## config.mk

```make
export PLATFORM = sky130hd
export DESIGN_NAME = aes_stream_adapter
export DESIGN_NICKNAME = d
export VERILOG_FILES = /design/src/rtl/aes_pkg.sv /design/src/rtl/aes_out_serializer.sv /design/src/rtl/aes_stream_adapter.sv
export SDC_FILE = /design/constraint.sdc
export NUM_CORES = 1
export LEC_CHECK = 0
export ABC_AREA = 1
export BUFFER_PORTS_ARGS = -buffer_cell sky130_fd_sc_hd__buf_2
export CAP_MARGIN = 10
export CORE_UTILIZATION = 53
export CTS_BUF_LIST = sky130_fd_sc_hd__clkbuf_4 sky130_fd_sc_hd__clkbuf_8
export CTS_CLUSTER_DIAMETER = 150
export DETAILED_ROUTE_END_ITERATION = 12
export PLACE_DENSITY = 0.81
export RECOVER_POWER = 50
export SETUP_SLACK_MARGIN = 0.1
export SLEW_MARGIN = 20
export SYNTH_ARGS = -nofsm -noshare
export SYNTH_HDL_FRONTEND = slang
export SYNTH_SLANG_ARGS = --single-unit
```

## constraint.sdc

```tcl
create_clock -name clk -period 17.98 [get_ports clk]
set_clock_uncertainty 0.05 [all_clocks]
set_input_delay 5.394 -clock clk [delete_from_list [all_inputs] [get_ports clk]]
set_output_delay 5.394 -clock clk [all_outputs]
set_load 0.05 [all_outputs]
```

## src/rtl/aes_pkg.sv

```systemverilog
// ---------------------------------------------------------------------------
// aes_pkg
// Shared definitions for the AES-128 byte-stream adapter:
//   - aes_state_e     : adapter control states
//   - AES_* sizes     : block/frame byte counts and byte width
//   - FIPS_* vectors  : FIPS-197 known-answer vectors (key, plaintext,
//                       ciphertext), reused by the testbench core model
// ---------------------------------------------------------------------------
package aes_pkg;

  typedef enum logic [2:0] {
    COLLECT = 3'd0,
    CLEAR   = 3'd1,
    START   = 3'd2,
    WAIT    = 3'd3,
    DRAIN   = 3'd4
  } aes_state_e;

  localparam int AES_BLOCK_BYTES = 16;
  localparam int AES_FRAME_BYTES = 32;
  localparam int AES_BYTE_W      = 8;
  localparam int AES_BLOCK_W     = AES_BLOCK_BYTES * AES_BYTE_W;

  // FIPS-197 Appendix C.1 vector
  localparam logic [127:0] FIPS_KEY_A = 128'h000102030405060708090a0b0c0d0e0f;
  localparam logic [127:0] FIPS_PT_A  = 128'h00112233445566778899aabbccddeeff;
  localparam logic [127:0] FIPS_CT_A  = 128'h69c4e0d86a7b0430d8cdb78070b4c55a;

  // FIPS-197 Appendix B vector
  localparam logic [127:0] FIPS_KEY_B = 128'h2b7e151628aed2a6abf7158809cf4f3c;
  localparam logic [127:0] FIPS_PT_B  = 128'h3243f6a8885a308d313198a2e0370734;
  localparam logic [127:0] FIPS_CT_B  = 128'h3925841d02dc09fbdc118597196a0b32;

endpackage

```

## src/rtl/aes_out_serializer.sv

```systemverilog
// ---------------------------------------------------------------------------
// aes_out_serializer
// Holds a captured 128-bit ciphertext and returns it MSB byte first over a
// valid/ready byte stream.
//   clk, rst       : clock, asynchronous active-high reset
//   load_i         : capture data_i and restart the byte count
//   data_i         : 128-bit block to serialize
//   valid_i        : stream valid (owned by the parent FSM)
//   m_ready_i      : downstream ready
//   m_data_o       : current byte, always the top byte of the shift register
//   m_last_o       : high while the 16th byte is presented
//   last_beat_o    : handshake of the 16th byte this cycle
// ---------------------------------------------------------------------------
module aes_out_serializer
  import aes_pkg::*;
(
  input  logic                   clk,
  input  logic                   rst,
  input  logic                   load_i,
  input  logic [AES_BLOCK_W-1:0] data_i,
  input  logic                   valid_i,
  input  logic                   m_ready_i,
  output logic [AES_BYTE_W-1:0]  m_data_o,
  output logic                   m_last_o,
  output logic                   last_beat_o
);

  logic [AES_BLOCK_W-1:0] sr_q, sr_d;
  logic [3:0]             cnt_q, cnt_d;
  logic                   last_q, last_d;
  logic                   beat;

  assign beat        = valid_i & m_ready_i;
  assign last_beat_o = beat & (cnt_q == 4'd15);
  assign m_data_o    = sr_q[AES_BLOCK_W-1 -: AES_BYTE_W];
  assign m_last_o    = last_q;

  always_comb begin
    sr_d   = sr_q;
    cnt_d  = cnt_q;
    last_d = last_q;
    if (load_i) begin
      sr_d   = data_i;
      cnt_d  = 4'd0;
      last_d = 1'b0;
    end else if (beat) begin
      sr_d   = sr_q << AES_BYTE_W;
      cnt_d  = cnt_q + 4'd1;
      // m_last is registered, so it is raised on the beat that moves to byte 15
      last_d = (cnt_q == 4'd14);
    end
  end

  always_ff @(posedge clk or posedge rst) begin
    if (rst) begin
      sr_q   <= '0;
      cnt_q  <= 4'd0;
      last_q <= 1'b0;
    end else begin
      sr_q   <= sr_d;
      cnt_q  <= cnt_d;
      last_q <= last_d;
    end
  end

endmodule

```

## src/rtl/aes_stream_adapter.sv

```systemverilog
// ---------------------------------------------------------------------------
// aes_stream_adapter
// Byte-stream front-end for an iterative AES-128 core. Collects 16 key bytes
// then 16 plaintext bytes, pulses core_clr then core_start, waits for
// core_done under a watchdog and streams the 16 ciphertext bytes back.
//   clk, rst              : clock, asynchronous active-high reset
//   s_valid/s_ready/s_data: input byte stream (ready only while collecting)
//   m_valid/m_ready/m_data/m_last : ciphertext byte stream
//   core_clr, core_start  : one-cycle core sequencing pulses
//   core_key, core_in     : operands held stable for the core
//   core_out, core_done   : core result and its strobe
//   err                   : sticky watchdog timeout flag
// ---------------------------------------------------------------------------
module aes_stream_adapter
  import aes_pkg::*;
#(
  parameter int TIMEOUT = 64,
  parameter int CW      = 7
) (
  input  logic                   clk,
  input  logic                   rst,
  input  logic                   s_valid,
  output logic                   s_ready,
  input  logic [AES_BYTE_W-1:0]  s_data,
  output logic                   m_valid,
  input  logic                   m_ready,
  output logic [AES_BYTE_W-1:0]  m_data,
  output logic                   m_last,
  output logic                   core_clr,
  output logic                   core_start,
  output logic [AES_BLOCK_W-1:0] core_key,
  output logic [AES_BLOCK_W-1:0] core_in,
  input  logic [AES_BLOCK_W-1:0] core_out,
  input  logic                   core_done,
  output logic                   err
);

  localparam logic [CW-1:0] WD_LAST    = CW'(TIMEOUT - 1);
  localparam logic [4:0]    FRAME_LAST = 5'(AES_FRAME_BYTES - 1);

  aes_state_e             state_q, state_d;
  logic [4:0]             cnt_q, cnt_d;
  logic [CW-1:0]          wd_q, wd_d;
  logic [AES_BLOCK_W-1:0] key_q, key_d;
  logic [AES_BLOCK_W-1:0] in_q, in_d;
  logic                   err_q, err_d;
  logic                   clr_q, clr_d;
  logic                   start_q, start_d;
  logic                   s_beat;
  logic                   load_res;
  logic                   drain_done;

  assign s_ready    = (state_q == COLLECT);
  assign m_valid    = (state_q == DRAIN);
  assign s_beat     = s_valid & s_ready;
  assign core_clr   = clr_q;
  assign core_start = start_q;
  assign core_key   = key_q;
  assign core_in    = in_q;
  assign err        = err_q;

  always_comb begin
    state_d  = state_q;
    cnt_d    = cnt_q;
    wd_d     = wd_q;
    key_d    = key_q;
    in_d     = in_q;
    err_d    = err_q;
    clr_d    = 1'b0;
    start_d  = 1'b0;
    load_res = 1'b0;
    unique case (state_q)
      COLLECT: begin
        if (s_beat) begin
          cnt_d = cnt_q + 5'd1;
          // count[4] splits the frame: low half is key, high half plaintext
          if (!cnt_q[4]) key_d = {key_q[AES_BLOCK_W-AES_BYTE_W-1:0], s_data};
          else           in_d  = {in_q[AES_BLOCK_W-AES_BYTE_W-1:0], s_data};
          if (cnt_q == FRAME_LAST) begin
            cnt_d   = 5'd0;
            state_d = CLEAR;
            // registered pulse lands in the CLEAR cycle itself
            clr_d   = 1'b1;
          end
        end
      end
      CLEAR: begin
        state_d = START;
        start_d = 1'b1;
      end
      START: begin
        wd_d    = '0;
        state_d = WAIT;
      end
      WAIT: begin
        // done takes priority over a timeout in the same cycle
        if (core_done) begin
          load_res = 1'b1;
          state_d  = DRAIN;
        end else if (wd_q == WD_LAST) begin
          err_d   = 1'b1;
          state_d = COLLECT;
        end else begin
          wd_d = wd_q + 1'b1;
        end
      end
      DRAIN: begin
        if (drain_done) state_d = COLLECT;
      end
      default: state_d = COLLECT;
    endcase
  end

  always_ff @(posedge clk or posedge rst) begin
    if (rst) begin
      state_q <= COLLECT;
      cnt_q   <= 5'd0;
      wd_q    <= '0;
      key_q   <= '0;
      in_q    <= '0;
      err_q   <= 1'b0;
      clr_q   <= 1'b0;
      start_q <= 1'b0;
    end else begin
      state_q <= state_d;
      cnt_q   <= cnt_d;
      wd_q    <= wd_d;
      key_q   <= key_d;
      in_q    <= in_d;
      err_q   <= err_d;
      clr_q   <= clr_d;
      start_q <= start_d;
    end
  end

  aes_out_serializer u_ser (
    .clk        (clk),
    .rst        (rst),
    .load_i     (load_res),
    .data_i     (core_out),
    .valid_i    (m_valid),
    .m_ready_i  (m_ready),
    .m_data_o   (m_data),
    .m_last_o   (m_last),
    .last_beat_o(drain_done)
  );

endmodule

```

==> results.sh, run 1 <==
export IMPL_status="complete, but fails checks"
export IMPL_violations="max-capacitance violations, max-slew violations"
export IMPL_worstMarginPinSlew_ps=6140
export IMPL_fin_crit_sh_pct=58.4
export IMPL_worstSkewPairLatency_ps=590
export IMPL_synth_most_common_cell="nand2_1"
export IMPL_cp_start_kind="input pin"
export IMPL_cp_data_arrival_time_ps=11020
export IMPL_power_density_nw_per_um2=162
export IMPL_synth_top_area_share_pct=58.3
export IMPL_num_io_pins=411
export IMPL_die_area_um2=33700
export IMPL_cts_repair_resized=0
export IMPL_ir_drop_mv=0.101
export IMPL_drt_pass1_iterations=7
export IMPL_final_antenna_net_count=0
export IMPL_yosys_area_top_type="dfrtp_1"
export IMPL_critPathCaptureType="asynchronous set/reset pin"
export IMPL_synth_warnings=0
export IMPL_viasPerCell=5.03
export IMPL_synthTopCellsByCount="nand2_1 (1142), dfrtp_1 (407), o21ai_0 (237), inv_1 (126), clkbuf_1 (62)"
export IMPL_fillers=2899
export IMPL_die_height_um=184
export IMPL_synth_distinct_cells=27
export IMPL_ys_flop_type="dfrtp_1"
export IMPL_slew_headroom_pct=-312
export IMPL_tns_ps=0
export IMPL_cts_setup_buffers=0
export IMPL_startpoint="rst"
export IMPL_hpwl_mm=29.6
export IMPL_cts_tree="built"
export IMPL_final_hold_viol_count=0
export IMPL_grt_overflow=0
export IMPL_htree_levels=3
export IMPL_netlist_area_um2=17500
export IMPL_cts_made_buffers=68
export IMPL_cap_violations=2
export IMPL_gr_usage_all_layers_pct=26.6
export IMPL_cp_max_fo=141
export IMPL_nets=2667
export IMPL_grt_pass1_wl_mm=72.6
export IMPL_syn_avg_cell_area_um2=8.09
export IMPL_period_needed_ps=10500
export IMPL_drt_wl_total_mm=45.2
export IMPL_dp_slack_ps=9750
export IMPL_setup_slack_ps=7480
export IMPL_grt_max_degree=142
export IMPL_synth_area_top_cells="dfrtp_1 (58%), nand2_1 (25%), o21ai_0 (6.8%)"
export IMPL_drv_slew=180
export IMPL_hold_class="flip-flop to flip-flop"
export IMPL_min_delay_start="core_key[41]"
export IMPL_rsz0062_at_grt="false"
export IMPL_synthArstFlopShare_pct=100
export IMPL_timing_rr_start="state_q[0]"
export IMPL_synth_seq_cells=407
export IMPL_synth_edf_count=0
export IMPL_grt_pass1_vias=14400
export IMPL_clk_pin_slew_ps=60
export IMPL_setup_viol=0
export IMPL_place_congestion=0.840
export IMPL_die_w_um=184
export IMPL_fp_coreArea_um2=32500
export IMPL_critPathKind="input pin to asynchronous set/reset pin"
export IMPL_syn_inst=2161
export IMPL_holdBufCountCts=0
export IMPL_drtIter0Drc=1165
export IMPL_drive_gt1_share_pct=11.4
export IMPL_rows=66
export IMPL_antenna_found_initial=3
export IMPL_fmax_mhz=95.2
export IMPL_syn_to_final_growth_pct=18.1
export IMPL_seq_area_frac_synth_pct=58.3
export IMPL_wire_per_inst_um=15.0
export IMPL_initial_core_util_pct=53.8
export IMPL_clkSinkCount=407
export IMPL_cts_max_path_buffers=3
export IMPL_p_leak_nw=11.5
export IMPL_cts_root_buf="clkbuf_8"
export IMPL_via_count=15200
export IMPL_port_buffers=410
export IMPL_synth_nets=2307
export IMPL_route_detailed_drc=0
export IMPL_critPathRequiredTime_ps=18490
## worst max-delay path, cell delays in order
cell and delay (ps):
buf_2 100, clkinvlp_2 3420, buf_4 1120, buf_4 850
## registers in the layout (all words and copies together), names as in the netlist
signal	count
cnt_q	5
core_clr	1
core_in	128
core_key	128
core_start	1
err	1
state_q	3
u_ser.cnt_q	4
u_ser.m_last_o	1
u_ser.sr_q	128
wd_q	7
## kinds of logic after synthesis
group	after synthesis	synth area share [%]
compound gates	276	7.95
xor+xnor	3	0.150
fa+ha+maj	5	0.358
buf+inv	264	6.80
flops	407	58.3
simple gates	1206	26.5
## cell usage in the layout (no fill, tap or decap)
| cell type | Yosys | final |
|---|---|---|
| buf_4 | 35 | 10 |
| clkinvlp_4 | 0 | 4 |
| inv_2 | 3 | 1 |
| nand2_1 | 1142 | 1142 |
| buf_16 | 0 | 1 |
| or2_2 | 2 | 2 |
| clkinv_2 | 0 | 11 |
| buf_6 | 3 | 3 |
| o211ai_1 | 1 | 1 |
| a21oi_1 | 2 | 2 |
| a22oi_1 | 1 | 1 |
| o21ai_1 | 34 | 34 |
| nand4_1 | 4 | 4 |
| clkbuf_1 | 62 | 266 |
| o21ai_0 | 237 | 237 |
| bufinv_16 | 0 | 1 |
| xor2_1 | 3 | 3 |
| dfrtp_4 | 0 | 1 |
| inv_6 | 0 | 2 |
| ha_1 | 5 | 5 |
| inv_1 | 126 | 125 |
| diode_2 | 0 | 4 |
| nor3_1 | 2 | 2 |
| clkbuf_4 | 0 | 24 |
| nor2_1 | 15 | 16 |
| clkbuf_8 | 0 | 82 |
| nand3_1 | 34 | 34 |
| nor2_4 | 1 | 4 |
| o21bai_1 | 1 | 1 |
| dfrtp_1 | 407 | 406 |
| nor2_2 | 4 | 1 |
| buf_2 | 32 | 144 |
| clkinvlp_2 | 0 | 2 |
| nand2_2 | 1 | 1 |
## per-stage QoR
step	utilization, %	power, mW	cells	hold slack [ps]	instance area (um2)
floorplan	-	2.25	2161	392	17500
global placement	60.1	2.48	2892	404	19500
CTS	64.6	3.38	3014	411	20900
detailed placement	60.1	2.52	2892	409	19500
finish	63.6	3.34	3019	409	20600
global route	63.6	3.53	3018	439	20600
## metal layers
layer	up-vias	global-route usage [%]	share of wire, %
li1	7369	-	-
met1	7181	34.9	41
met2	528	42.0	48
met3	122	6.00	7.1
met4	0	12.9	4.0
met5	-	0	0
## area by class of cell
class                      instances  area, um2  area share (%)
multi-input combinational       1490       6100            29.6
timing repair buffer             424       1860            8.99
tap                              442        553            2.68
sequential                       407      10200            49.4
antenna                            4       10.0          0.0485
inverter                         130        493            2.39
clock inverter                    16        123           0.594
clock buffer                     106       1310            6.34
## power breakdown
| group | leakage, nW | switching [mW] | internal, mW |
|---|---|---|---|
| Clock | 0.759 | 0.377 | 0.480 |
| Sequential | 5.41 | 0.183 | 1.18 |
| Combinational | 5.32 | 0.904 | 0.219 |
| Total | 11.5 | 1.46 | 1.88 |
## path summary, 6_finish.rpt
kind / slack (ps) / end / cells past startpoint
max in group clk: 7840 / core_key[101] / 8
min in group asynchronous: 6730 / u_ser.sr_q[40] / 2
setup / recovery: 7480 / core_key[126] / 4
hold / removal: 410 / core_key[49] / 2
hold reg to reg: 410 / core_key[49] / 2
setup reg to reg: 12110 / core_key[101] / 8
No activity file was read; power rests on OpenSTA's default activity.
==> inputs of run 2 (changes only) <==
ABC_AREA = 0   (was 1)
CORE_UTILIZATION = 50   (was 53)
clock period = 8.99 ns   (was 17.98 ns; I/O delays follow)
==> results.sh, run 2 <==
export IMPL_status="complete, but fails checks"
export IMPL_violations="max-capacitance violations, max-slew violations"
export IMPL_p_int_mw=4.09
export IMPL_cts_tree="built"
export IMPL_yosys_area_share_xor_xnor_pct=0.158
export IMPL_rows=66
export IMPL_initial_core_util_pct=50.9
export IMPL_critPathKind="input pin to flip-flop"
export IMPL_switching_share_pct=40.5
export IMPL_route_detailed_drc=0
export IMPL_synth_compound_area_share_pct=5.45
export IMPL_power_frac_clock_pct=25.1
export IMPL_setup_viol=0
export IMPL_port_buffers=410
export IMPL_synth_top_area_share_pct=61.3
export IMPL_slew_headroom_pct=-85.5
export IMPL_grt_pass1_wl_mm=60.8
export IMPL_synth_seq_cells=407
export IMPL_nets=1872
export IMPL_clk_pin_slew_ps=60
export IMPL_grt_pass1_vias=11400
export IMPL_htree_levels=3
export IMPL_drt_wl_total_mm=39.0
export IMPL_num_io_pins=411
export IMPL_synth_nets=1477
export IMPL_synth_most_common_cell="dfrtp_1"
export IMPL_fmax_mhz=156
export IMPL_min_delay_start="u_ser.sr_q[15]"
export IMPL_die_height_um=184
export IMPL_die_w_um=184
export IMPL_placed_cells=2099
export IMPL_cts_max_path_buffers=3
export IMPL_cts_setup_buffers=0
export IMPL_clkSinkCount=407
export IMPL_switching_power_mw=2.79
export IMPL_synth_simple_area_share_pct=10.3
export IMPL_drtIter0Drc=894
export IMPL_fin_crit_sh_pct=71.2
export IMPL_cp_data_arrival_time_ps=6790
export IMPL_antenna_found_initial=4
export IMPL_r2r_end="core_key[53]"
export IMPL_hpwl_mm=26.5
export IMPL_layout_common_cells="dfrtp_1 (407), nand2_1 (258), clkbuf_1 (248), mux2_2 (220), buf_2 (164)"
export IMPL_rsz0062_at_grt="false"
export IMPL_worstMarginPinSlew_ps=2780
export IMPL_synthAdderAreaFrac_pct=0.377
export IMPL_synth_distinct_cells=49
export IMPL_timing_rr_start="state_q[2]"
export IMPL_whs_path_depth=2
export IMPL_final_common_cell="dfrtp_1"
export IMPL_via_count=11700
export IMPL_final_hold_viol_count=0
export IMPL_pwr_share_seq_pct=40.9
export IMPL_fillers=2696
export IMPL_viasPerCell=5.29
export IMPL_drive_gt1_share_pct=30.3
export IMPL_cts_root_buf="clkbuf_8"
export IMPL_period_needed_ps=6400
export IMPL_drv_slew=249
export IMPL_hold_class="flip-flop to flip-flop"
export IMPL_grt_max_degree=211
export IMPL_cts_repair_resized=0
export IMPL_p_leak_nw=9.74
export IMPL_syn_avg_cell_area_um2=12.5
export IMPL_drt_pass1_iterations=5
export IMPL_wire_per_inst_um=17.6
export IMPL_worstSkewPairLatency_ps=570
export IMPL_grt_overflow=0
export IMPL_place_congestion=0.853
export IMPL_netlist_area_um2=16600
export IMPL_combPwrFrac_pct=34.0
export IMPL_die_area_um2=34000
export IMPL_power_density_nw_per_um2=348
export IMPL_fin_cells=2219
export IMPL_cts_made_buffers=67
export IMPL_holdBufCountCts=0
export IMPL_critPathCaptureType="flip-flop"
export IMPL_reg2reg_depth=4
export IMPL_cap_violations=5
export IMPL_synthTopCellsByCount="dfrtp_1 (407), nand2_1 (258), mux2_2 (217), nor2_1 (117), a31oi_1 (95)"
export IMPL_syn_to_final_growth_pct=18.9
export IMPL_final_antenna_net_count=0
export IMPL_ir_drop_mv=0.250
export IMPL_seq_area_frac_synth_pct=61.3
export IMPL_tns_ps=0
export IMPL_worstHoldEndpoint="u_ser.sr_q[15]"
export IMPL_yosys_area_top_type="dfrtp_1"
export IMPL_critPathRequiredTime_ps=9380
export IMPL_ys_flop_type="dfrtp_1"
export IMPL_fp_coreArea_um2=32600
export IMPL_cp_max_fo=58
export IMPL_gr_usage_all_layers_pct=22.7
export IMPL_synthMuxAreaShare_pct=18.2
export IMPL_synth_warnings=0
export IMPL_cp_start_kind="input pin"
export IMPL_synthArstFlopShare_pct=100
export IMPL_synth_edf_count=0
export IMPL_synth_area_top_cells="dfrtp_1 (61%), mux2_2 (15%), nand2_1 (5.8%)"
export IMPL_r2r_slack_ps=4240
export IMPL_syn_inst=1331
export IMPL_synth_top_family_by_area="multiplexers"
export IMPL_n_antenna_cell=0
run 2: changes by cell type after synthesis, moves of 18 or more:
cell,before,now
nand3_1,34,16
mux2_2,0,217
buf_4,35,11
o21ai_1,34,0
inv_1,126,3
nand2_1,1142,258
a31oi_1,0,95
o21ai_0,237,10
mux2_4,0,30
nor2_1,15,117
clkbuf_1,62,39
run 2: per-stage QoR:
step	instance area (um2)	utilization, %	hold WS (ps)	setup WS [ps]	power (mW)
6_report	19800	60.6	427	2590	6.88
5_1_grt	19800	60.6	444	2270	7.24
4_1_cts	20200	61.8	428	4120	7.01
3_5_place_dp	18700	57.3	408	3630	5.26
3_3_place_gp	18700	57.3	408	3710	5.17
2_1_floorplan	16600	-	396	759	4.70
run 2: metal layers:
layer / GRT usage (%) / routed length, um / up-vias
met5: 0 / 44 / -
met4: 9.53 / 1370 / 8
met3: 5.87 / 2600 / 99
met2: 37.3 / 19000 / 389
met1: 28.5 / 16000 / 5855
li1: - / - / 5381
run 2: how the worst max path moves through the flow:
stage,start,end,cells after the start
2_1_floorplan,rst,cnt_q[0],1
3_3_place_gp,s_valid,core_key[52],5
3_5_place_dp,s_valid,core_key[53],5
4_1_cts,state_q[2],m_valid,2
5_1_grt,s_valid,core_key[40],5
6_report,s_valid,core_key[53],5
run 2: final cells by class:
class	instances	area, um2	share of cell area [%]
Sequential cell	407	10200	51.6
Clock buffer	100	1300	6.59
Clock inverter	20	170	0.861
Multi-Input combinational cell	827	5680	28.8
Timing Repair Buffer	420	1850	9.36
Tap cell	442	553	2.80
Inverter	3	12.5	0.0633
run 2: logic make-up after synthesis:
kind of cell / Yosys count
simple gates: 420
fa+ha+maj: 5
mux: 258
xor+xnor: 3
buf+inv: 97
flops: 407
compound gates: 141
run 2: power groups by stage:
stage / clock network, mW / registers (mW) / logic (mW)
3_5_place_dp: 0 / 2.83 / 2.43
6_report: 1.72 / 2.82 / 2.34
5_1_grt: 1.86 / 2.89 / 2.50
3_3_place_gp: 0 / 2.81 / 2.36
2_1_floorplan: 0 / 3.54 / 1.17
4_1_cts: 1.77 / 2.81 / 2.43
run 2: critical path: stages:
cell and delay [ps]:
clkbuf_1 110, or4b_1 590, nor2_1 2050, buf_4 870, mux2_2 410
